## src/rtl/uart_rx_deserializer.sv

```systemverilog
// Oversampling UART receive front-end: synchronises rx_serial, majority-votes each bit at its centre
// and hands completed bytes downstream over valid/ready, with frame and overrun error strobes.
module uart_rx_deserializer #(
    parameter int unsigned DATA_WIDTH  = 8,
    parameter int unsigned OVERSAMPLE  = 16,
    parameter int unsigned SYNC_STAGES = 2
) (
    input  logic                  uart_clk,
    input  logic                  rst_n,
    input  logic                  sample_tick,
    input  logic                  enable,
    input  logic                  rx_serial,
    output logic [DATA_WIDTH-1:0] out_data,
    output logic                  out_valid,
    input  logic                  out_ready,
    output logic                  frame_error,
    output logic                  overrun_error,
    output logic                  rx_active
);

    localparam int unsigned CNT_W = $clog2(OVERSAMPLE);
    localparam int unsigned IDX_W = (DATA_WIDTH > 1) ? $clog2(DATA_WIDTH) : 1;

    localparam logic [CNT_W-1:0] CNT_ONE  = CNT_W'(1);
    localparam logic [CNT_W-1:0] CNT_PRE  = CNT_W'(OVERSAMPLE / 2 - 1);
    localparam logic [CNT_W-1:0] CNT_MID  = CNT_W'(OVERSAMPLE / 2);
    localparam logic [CNT_W-1:0] CNT_POST = CNT_W'(OVERSAMPLE / 2 + 1);
    localparam logic [CNT_W-1:0] CNT_LAST = CNT_W'(OVERSAMPLE - 1);
    localparam logic [IDX_W-1:0] IDX_ONE  = IDX_W'(1);
    localparam logic [IDX_W-1:0] IDX_LAST = IDX_W'(DATA_WIDTH - 1);

    typedef enum logic [2:0] {StIdle, StStart, StData, StStop, StBrk} state_e;

    logic [SYNC_STAGES-1:0] sync_q;
    logic                   rx_s;

    state_e                 state_q, state_d;
    logic [CNT_W-1:0]       cnt_q, cnt_d;
    logic [IDX_W-1:0]       idx_q, idx_d;
    logic [1:0]             samp_q, samp_d;
    logic [DATA_WIDTH-1:0]  shift_q, shift_d;
    logic [DATA_WIDTH-1:0]  data_q, data_d;
    logic                   valid_q, valid_d;
    logic                   frame_err_q, frame_err_d;
    logic                   overrun_q, overrun_d;
    logic                   vote;
    logic                   deliver;

    always_ff @(posedge uart_clk or negedge rst_n) begin
        if (!rst_n) begin
            sync_q <= '1;
        end else begin
            sync_q <= {sync_q[SYNC_STAGES-2:0], rx_serial};
        end
    end

    assign rx_s = sync_q[SYNC_STAGES-1];
    // Third sample is the live rx_s on the tick where cnt == MID+1.
    assign vote = (samp_q[0] & samp_q[1]) | (samp_q[0] & rx_s) | (samp_q[1] & rx_s);

    always_comb begin
        state_d     = state_q;
        cnt_d       = cnt_q;
        idx_d       = idx_q;
        samp_d      = samp_q;
        shift_d     = shift_q;
        deliver     = 1'b0;
        frame_err_d = 1'b0;

        if (!enable) begin
            state_d = StIdle;
            cnt_d   = '0;
            idx_d   = '0;
        end else if (sample_tick) begin
            if (state_q != StIdle && state_q != StBrk) begin
                cnt_d = cnt_q + CNT_ONE;
                if (cnt_q == CNT_PRE) samp_d[0] = rx_s;
                if (cnt_q == CNT_MID) samp_d[1] = rx_s;
            end
            case (state_q)
                StIdle: begin
                    if (!rx_s) begin
                        state_d = StStart;
                        cnt_d   = '0;
                    end
                end
                StStart: begin
                    if (cnt_q == CNT_POST && vote) begin
                        state_d = StIdle;
                        cnt_d   = '0;
                    end else if (cnt_q == CNT_LAST) begin
                        state_d = StData;
                        cnt_d   = '0;
                        idx_d   = '0;
                    end
                end
                StData: begin
                    if (cnt_q == CNT_POST) shift_d = DATA_WIDTH'({vote, shift_q} >> 1);
                    if (cnt_q == CNT_LAST) begin
                        cnt_d = '0;
                        if (idx_q == IDX_LAST) state_d = StStop;
                        else                   idx_d   = idx_q + IDX_ONE;
                    end
                end
                StStop: begin
                    // Leave at the stop-bit centre so the next start edge is caught promptly.
                    if (cnt_q == CNT_POST) begin
                        cnt_d = '0;
                        if (vote) begin
                            deliver = 1'b1;
                            state_d = StIdle;
                        end else begin
                            frame_err_d = 1'b1;
                            state_d     = StBrk;
                        end
                    end
                end
                StBrk: begin
                    if (rx_s) state_d = StIdle;
                end
                default: state_d = StIdle;
            endcase
        end
    end

    always_comb begin
        valid_d   = valid_q;
        data_d    = data_q;
        overrun_d = 1'b0;
        if (valid_q && out_ready) valid_d = 1'b0;
        if (deliver) begin
            if (!valid_q || out_ready) begin
                valid_d = 1'b1;
                data_d  = shift_q;
            end else begin
                overrun_d = 1'b1;
            end
        end
    end

    always_ff @(posedge uart_clk or negedge rst_n) begin
        if (!rst_n) begin
            state_q     <= StIdle;
            cnt_q       <= '0;
            idx_q       <= '0;
            samp_q      <= '0;
            shift_q     <= '0;
            data_q      <= '0;
            valid_q     <= 1'b0;
            frame_err_q <= 1'b0;
            overrun_q   <= 1'b0;
        end else begin
            state_q     <= state_d;
            cnt_q       <= cnt_d;
            idx_q       <= idx_d;
            samp_q      <= samp_d;
            shift_q     <= shift_d;
            data_q      <= data_d;
            valid_q     <= valid_d;
            frame_err_q <= frame_err_d;
            overrun_q   <= overrun_d;
        end
    end

    assign out_data      = data_q;
    assign out_valid     = valid_q;
    assign frame_error   = frame_err_q;
    assign overrun_error = overrun_q;
    assign rx_active     = (state_q != StIdle);

endmodule

```

## config.mk

```make
export PLATFORM = sky130hd
export DESIGN_NAME = uart_rx_deserializer
export DESIGN_NICKNAME = d
export VERILOG_FILES = /design/src/rtl/uart_rx_deserializer.sv
export SDC_FILE = /design/constraint.sdc
export NUM_CORES = 1
export LEC_CHECK = 0
export ABC_AREA = 0
export BUFFER_PORTS_ARGS = -buffer_cell sky130_fd_sc_hd__buf_2
export CAP_MARGIN = 20
export CORE_MARGIN = 2
export CORE_UTILIZATION = 60
export CTS_BUF_LIST = sky130_fd_sc_hd__clkbuf_4
export CTS_CLUSTER_DIAMETER = 150
export DETAILED_ROUTE_END_ITERATION = 16
export MAX_ROUTING_LAYER = met4
export PLACE_DENSITY = 0.87
export SYNTH_ARGS = -nofsm -noshare
export SYNTH_HDL_FRONTEND = slang
export SYNTH_SLANG_ARGS = --single-unit
```

## constraint.sdc

```tcl
create_clock -name uart_clk -period 4.36 [get_ports uart_clk]
set_input_delay 0.436 -clock uart_clk [delete_from_list [all_inputs] [get_ports uart_clk]]
set_output_delay 0.436 -clock uart_clk [all_outputs]
set_load 0.01 [all_outputs]
```

==> metrics.txt <==
# TYPE chip_impl_metric gauge
chip_impl_metric{name="power",unit="µW"} 521
chip_impl_metric{name="grt_overflow_total",unit=""} 0
chip_impl_metric{name="worstPathMaxFanout",unit=""} 8
chip_impl_metric{name="worstPathBufferInverterCount",unit=""} 1
chip_impl_metric{name="placeableCoreArea",unit="µm²"} 2690
chip_impl_metric{name="syn_nets",unit=""} 155
chip_impl_metric{name="synth_top_cell_area_share",unit=""} 0.468
chip_impl_metric{name="multiInputGateArea",unit="µm²"} 761
chip_impl_metric{name="syn_avg_cell_area",unit="µm²"} 11.5
chip_impl_metric{name="synth.distinct_cells",unit=""} 47
chip_impl_metric{name="rows",unit=""} 19
chip_impl_metric{name="placed_area",unit="µm²"} 1740
chip_impl_metric{name="power_per_cell_area",unit="nW/µm²"} 291
chip_impl_info{name="worst_path_dominant_cell_family",value="simple AND/OR/NAND/NOR gates"} 1
chip_impl_metric{name="synth.ff_latch_count",unit=""} 33
chip_impl_metric{name="ctsResizeCount",unit=""} 0
chip_impl_metric{name="wire_length_of_the_first_global_routing_pass",unit="mm"} 4.94
chip_impl_metric{name="timing.clock.skew",unit="ns"} 0.00982
chip_impl_info{name="root_buffer",value="sky130_fd_sc_hd__clkbuf_4"} 1
chip_impl_metric{name="post-route-drc-count",unit=""} 0
chip_impl_metric{name="per_cell_routed_wire_length",unit="µm"} 15.6
chip_impl_metric{name="fmax",unit="MHz"} 434
chip_impl_metric{name="vias_per_cell",unit=""} 6.04
chip_impl_metric{name="grt_pass1_vias",unit=""} 1193
chip_impl_metric{name="cp.arrival",unit="ns"} 2.53
chip_impl_metric{name="finish.utilization",unit=""} 0.667
chip_impl_info{name="worstSetupEndpointType",value="flip-flop"} 1
chip_impl_metric{name="synthesis.area",unit="µm²"} 1660
chip_impl_metric{name="report.final.setup_viol",unit=""} 0
chip_impl_metric{name="antenna_cells",unit=""} 0
chip_impl_info{name="yosys-top-cells-area",value="sky130_fd_sc_hd__dfrtp_1, sky130_fd_sc_hd__mux2_2, sky130_fd_sc_hd__ha_1"} 1
chip_impl_metric{name="final_layout_size_suffix_gt1_frac",unit=""} 0.364
chip_impl_metric{name="cts_buffers",unit=""} 5
chip_impl_metric{name="portBuffers",unit=""} 17
chip_impl_metric{name="worst_path_largest_cell_delay",unit="ns"} 0.61
chip_impl_metric{name="final_area",unit="µm²"} 1790
chip_impl_metric{name="nNetsFinal",unit=""} 172
chip_impl_info{name="hold_class",value="in -> async"} 1
chip_impl_metric{name="vdd.ir_drop.worst",unit="mV"} 0.240
chip_impl_metric{name="syn_inst",unit=""} 144
chip_impl_metric{name="groute.usage.overall",unit=""} 0.208
chip_impl_metric{name="worstMarginPinSlew",unit="ns"} 0.716
chip_impl_metric{name="die_height",unit="µm"} 56.6
chip_impl_metric{name="largest_net_degree_at_the_start_of_global_routing",unit=""} 34
chip_impl_metric{name="post_cts_setup_buffer_count",unit=""} 0
chip_impl_metric{name="gp_routability_congestion",unit=""} 0.917
chip_impl_info{name="critical-path-slowest-cell",value="sky130_fd_sc_hd__nor2b_1"} 1
chip_impl_metric{name="clock_tree.htree_level_count",unit=""} 2
chip_impl_metric{name="yosysWarningCount",unit=""} 0
chip_impl_metric{name="crit_required",unit="ns"} 4.59
chip_impl_metric{name="drv_cap",unit=""} 0
chip_impl_info{name="setup.worst_path.class",value="reg -> reg"} 1
chip_impl_metric{name="cts.reportedPaths.clkPinSlew",unit="ns"} 0.11
chip_impl_info{name="cell_chain_critical_path",value="inv_1 > ha_1 > and3b_1 > nand4b_1 > nor2b_1 > mux2_2"} 1
chip_impl_info{name="grt_setup_unrepaired",value="false"} 1
chip_impl_info{name="crit_path_start_kind",value="flip-flop"} 1
chip_impl_info{name="outcome",value="completed"} 1
chip_impl_metric{name="filler_cell_count",unit=""} 193
chip_impl_info{name="synth_top_cell_by_area",value="sky130_fd_sc_hd__dfrtp_1"} 1
chip_impl_metric{name="tritoncts_num_sinks",unit=""} 33
chip_impl_metric{name="worst_slack",unit="ns"} 2.06
chip_impl_metric{name="totalWireLength",unit="mm"} 3.02
chip_impl_info{name="most_common_cell_after_layout_fill_and_taps_aside",value="sky130_fd_sc_hd__dfrtp_1"} 1
chip_impl_info{name="tritoncts_clock_tree",value="done"} 1
chip_impl_metric{name="vias",unit=""} 1166
chip_impl_metric{name="area.growth.synth_to_final",unit="%"} 7.92
chip_impl_metric{name="cts-root-to-sink-buffers",unit=""} 2
chip_impl_metric{name="drt-pass1-iter-count",unit=""} 4
chip_impl_metric{name="overall_die_area",unit="µm²"} 3200
chip_impl_metric{name="grt_antenna_before_repair",unit=""} 0
chip_impl_metric{name="finalHoldViolations",unit=""} 0
chip_impl_metric{name="pre_cts_slack",unit="ns"} 2.12
chip_impl_metric{name="cts_hold_buffers",unit=""} 0
chip_impl_metric{name="worst_skew_pair.late_latency",unit="ns"} 0.34
chip_impl_metric{name="detailedPlacementHpwl",unit="mm"} 2.20
chip_impl_metric{name="share_of_synthesized_registers_carrying_an_async_set_or_reset",unit=""} 1.00
chip_impl_metric{name="setup-tns-final",unit="ns"} 0
chip_impl_metric{name="final-max-slew-violation-count",unit=""} 0
chip_impl_metric{name="layout.area.seq",unit="µm²"} 828
chip_impl_metric{name="synth-edff-count",unit=""} 0
chip_impl_metric{name="drt_iter0_drc",unit=""} 38
chip_impl_metric{name="max-slew-margin-rel",unit=""} 0.522
chip_impl_metric{name="static-leakage-power",unit="nW"} 0.868
chip_impl_metric{name="period_share",unit=""} 0.528
chip_impl_info{name="synth-main-ff-cell",value="sky130_fd_sc_hd__dfrtp_1"} 1
chip_impl_metric{name="floorplan.io_pins",unit=""} 18
chip_impl_metric{name="initial_core_util",unit=""} 0.618
chip_impl_metric{name="fin_crit_period",unit="ns"} 2.30
chip_impl_metric{name="die_width",unit="µm"} 56.6
chip_impl_metric{name="drt.antenna.violating_nets",unit=""} 0
chip_impl_info{name="final_cell_mix",value="sky130_fd_sc_hd__dfrtp_1, sky130_fd_sc_hd__mux2_2, sky130_fd_sc_hd__buf_2"} 1
chip_impl_metric{name="synth_seq_area_share",unit=""} 0.499
-- synth_stat cells, types with 2 or more instances --
cell	number
sky130_fd_sc_hd__nand3b_1	2
sky130_fd_sc_hd__nand2_1	11
sky130_fd_sc_hd__nor2_1	3
sky130_fd_sc_hd__o2111ai_1	2
sky130_fd_sc_hd__clkbuf_1	2
sky130_fd_sc_hd__buf_6	2
sky130_fd_sc_hd__o221ai_1	2
sky130_fd_sc_hd__or2_2	4
sky130_fd_sc_hd__nor3_1	3
sky130_fd_sc_hd__nand2b_1	2
sky130_fd_sc_hd__o21ai_0	2
sky130_fd_sc_hd__ha_1	5
sky130_fd_sc_hd__buf_2	2
sky130_fd_sc_hd__a21oi_1	3
sky130_fd_sc_hd__o211ai_1	3
sky130_fd_sc_hd__dfrtp_1	31
sky130_fd_sc_hd__mux2_2	18
sky130_fd_sc_hd__nand3_1	9
sky130_fd_sc_hd__dfstp_2	2
sky130_fd_sc_hd__inv_1	6
sky130_fd_sc_hd__nor3b_1	2
sky130_fd_sc_hd__nand4b_1	2
sky130_fd_sc_hd__and2_1	2
-- power breakdown --
group	internal [mW]	total, mW	leakage [nW]	switching, mW
registers	0.309	0.316	0.453	0.00649
clock network	0.0607	0.168	0.0310	0.108
logic	0.0131	0.0365	0.384	0.0234
total	0.383	0.521	0.868	0.138
-- path summary, 6_finish.rpt --
kind	startpoint	endpoint	slack, ns	depth (start not counted)
max	cnt_q[1]	out_data[4]	2.06	6
max in group asynchronous	rst_n	cnt_q[2]	3.78	1
min reg2reg	sync_q[0]	sync_q[1]	0.37	0
max reg2reg	cnt_q[1]	out_data[4]	2.06	6
min in group uart_clk	rx_serial	sync_q[0]	0.19	1
min	rst_n	cnt_q[3]	0.12	1
-- flip-flops by register name, indices dropped and copies added (netlist names) --
name,flops
out_data,8
shift_q,8
cnt_q,4
idx_q,3
state_q,3
samp_q,2
sync_q,2
frame_error,1
out_valid,1
overrun_error,1
-- layout make-up --
class                      instances  share of cell area
clock buffer                       5              0.0210
clock inverter                     3             0.00978
inverter                           6              0.0126
multi-input combinational         98               0.425
sequential                        33               0.463
tap                               31              0.0217
timing repair buffer              17              0.0475
-- layer usage --
| layer | track usage | part of all wire | vias to the layer above |
|---|---|---|---|
| met2 | 0.321 | 0.48 | 40 |
| li1 | - | - | 551 |
| met1 | 0.251 | 0.45 | 567 |
| met3 | 0.0507 | 0.059 | 8 |
| met5 | - | 0 | - |
| met4 | 0.112 | 0.014 | 0 |
-- stage by stage --
| stage | hold slack, ns | std cells |
|---|---|---|
| final | 0.118 | 193 |
| after global routing | 0.175 | 193 |
| after CTS | 0.152 | 193 |
| after detailed placement | 0.352 | 185 |
| after global placement | 0.350 | 185 |
| after floorplan | 0.140 | 144 |
-- cell families after synthesis --
family,share of synthesized area
muxes,0.122
adders and majority gates,0.0445
and+or+nand+nor,0.198
buffers and inverters,0.0422
DFF,0.499
AOI/OAI and AO/OA,0.0830
xor gates and xnor gates,0.0106
(Power assumes the default switching activity.)
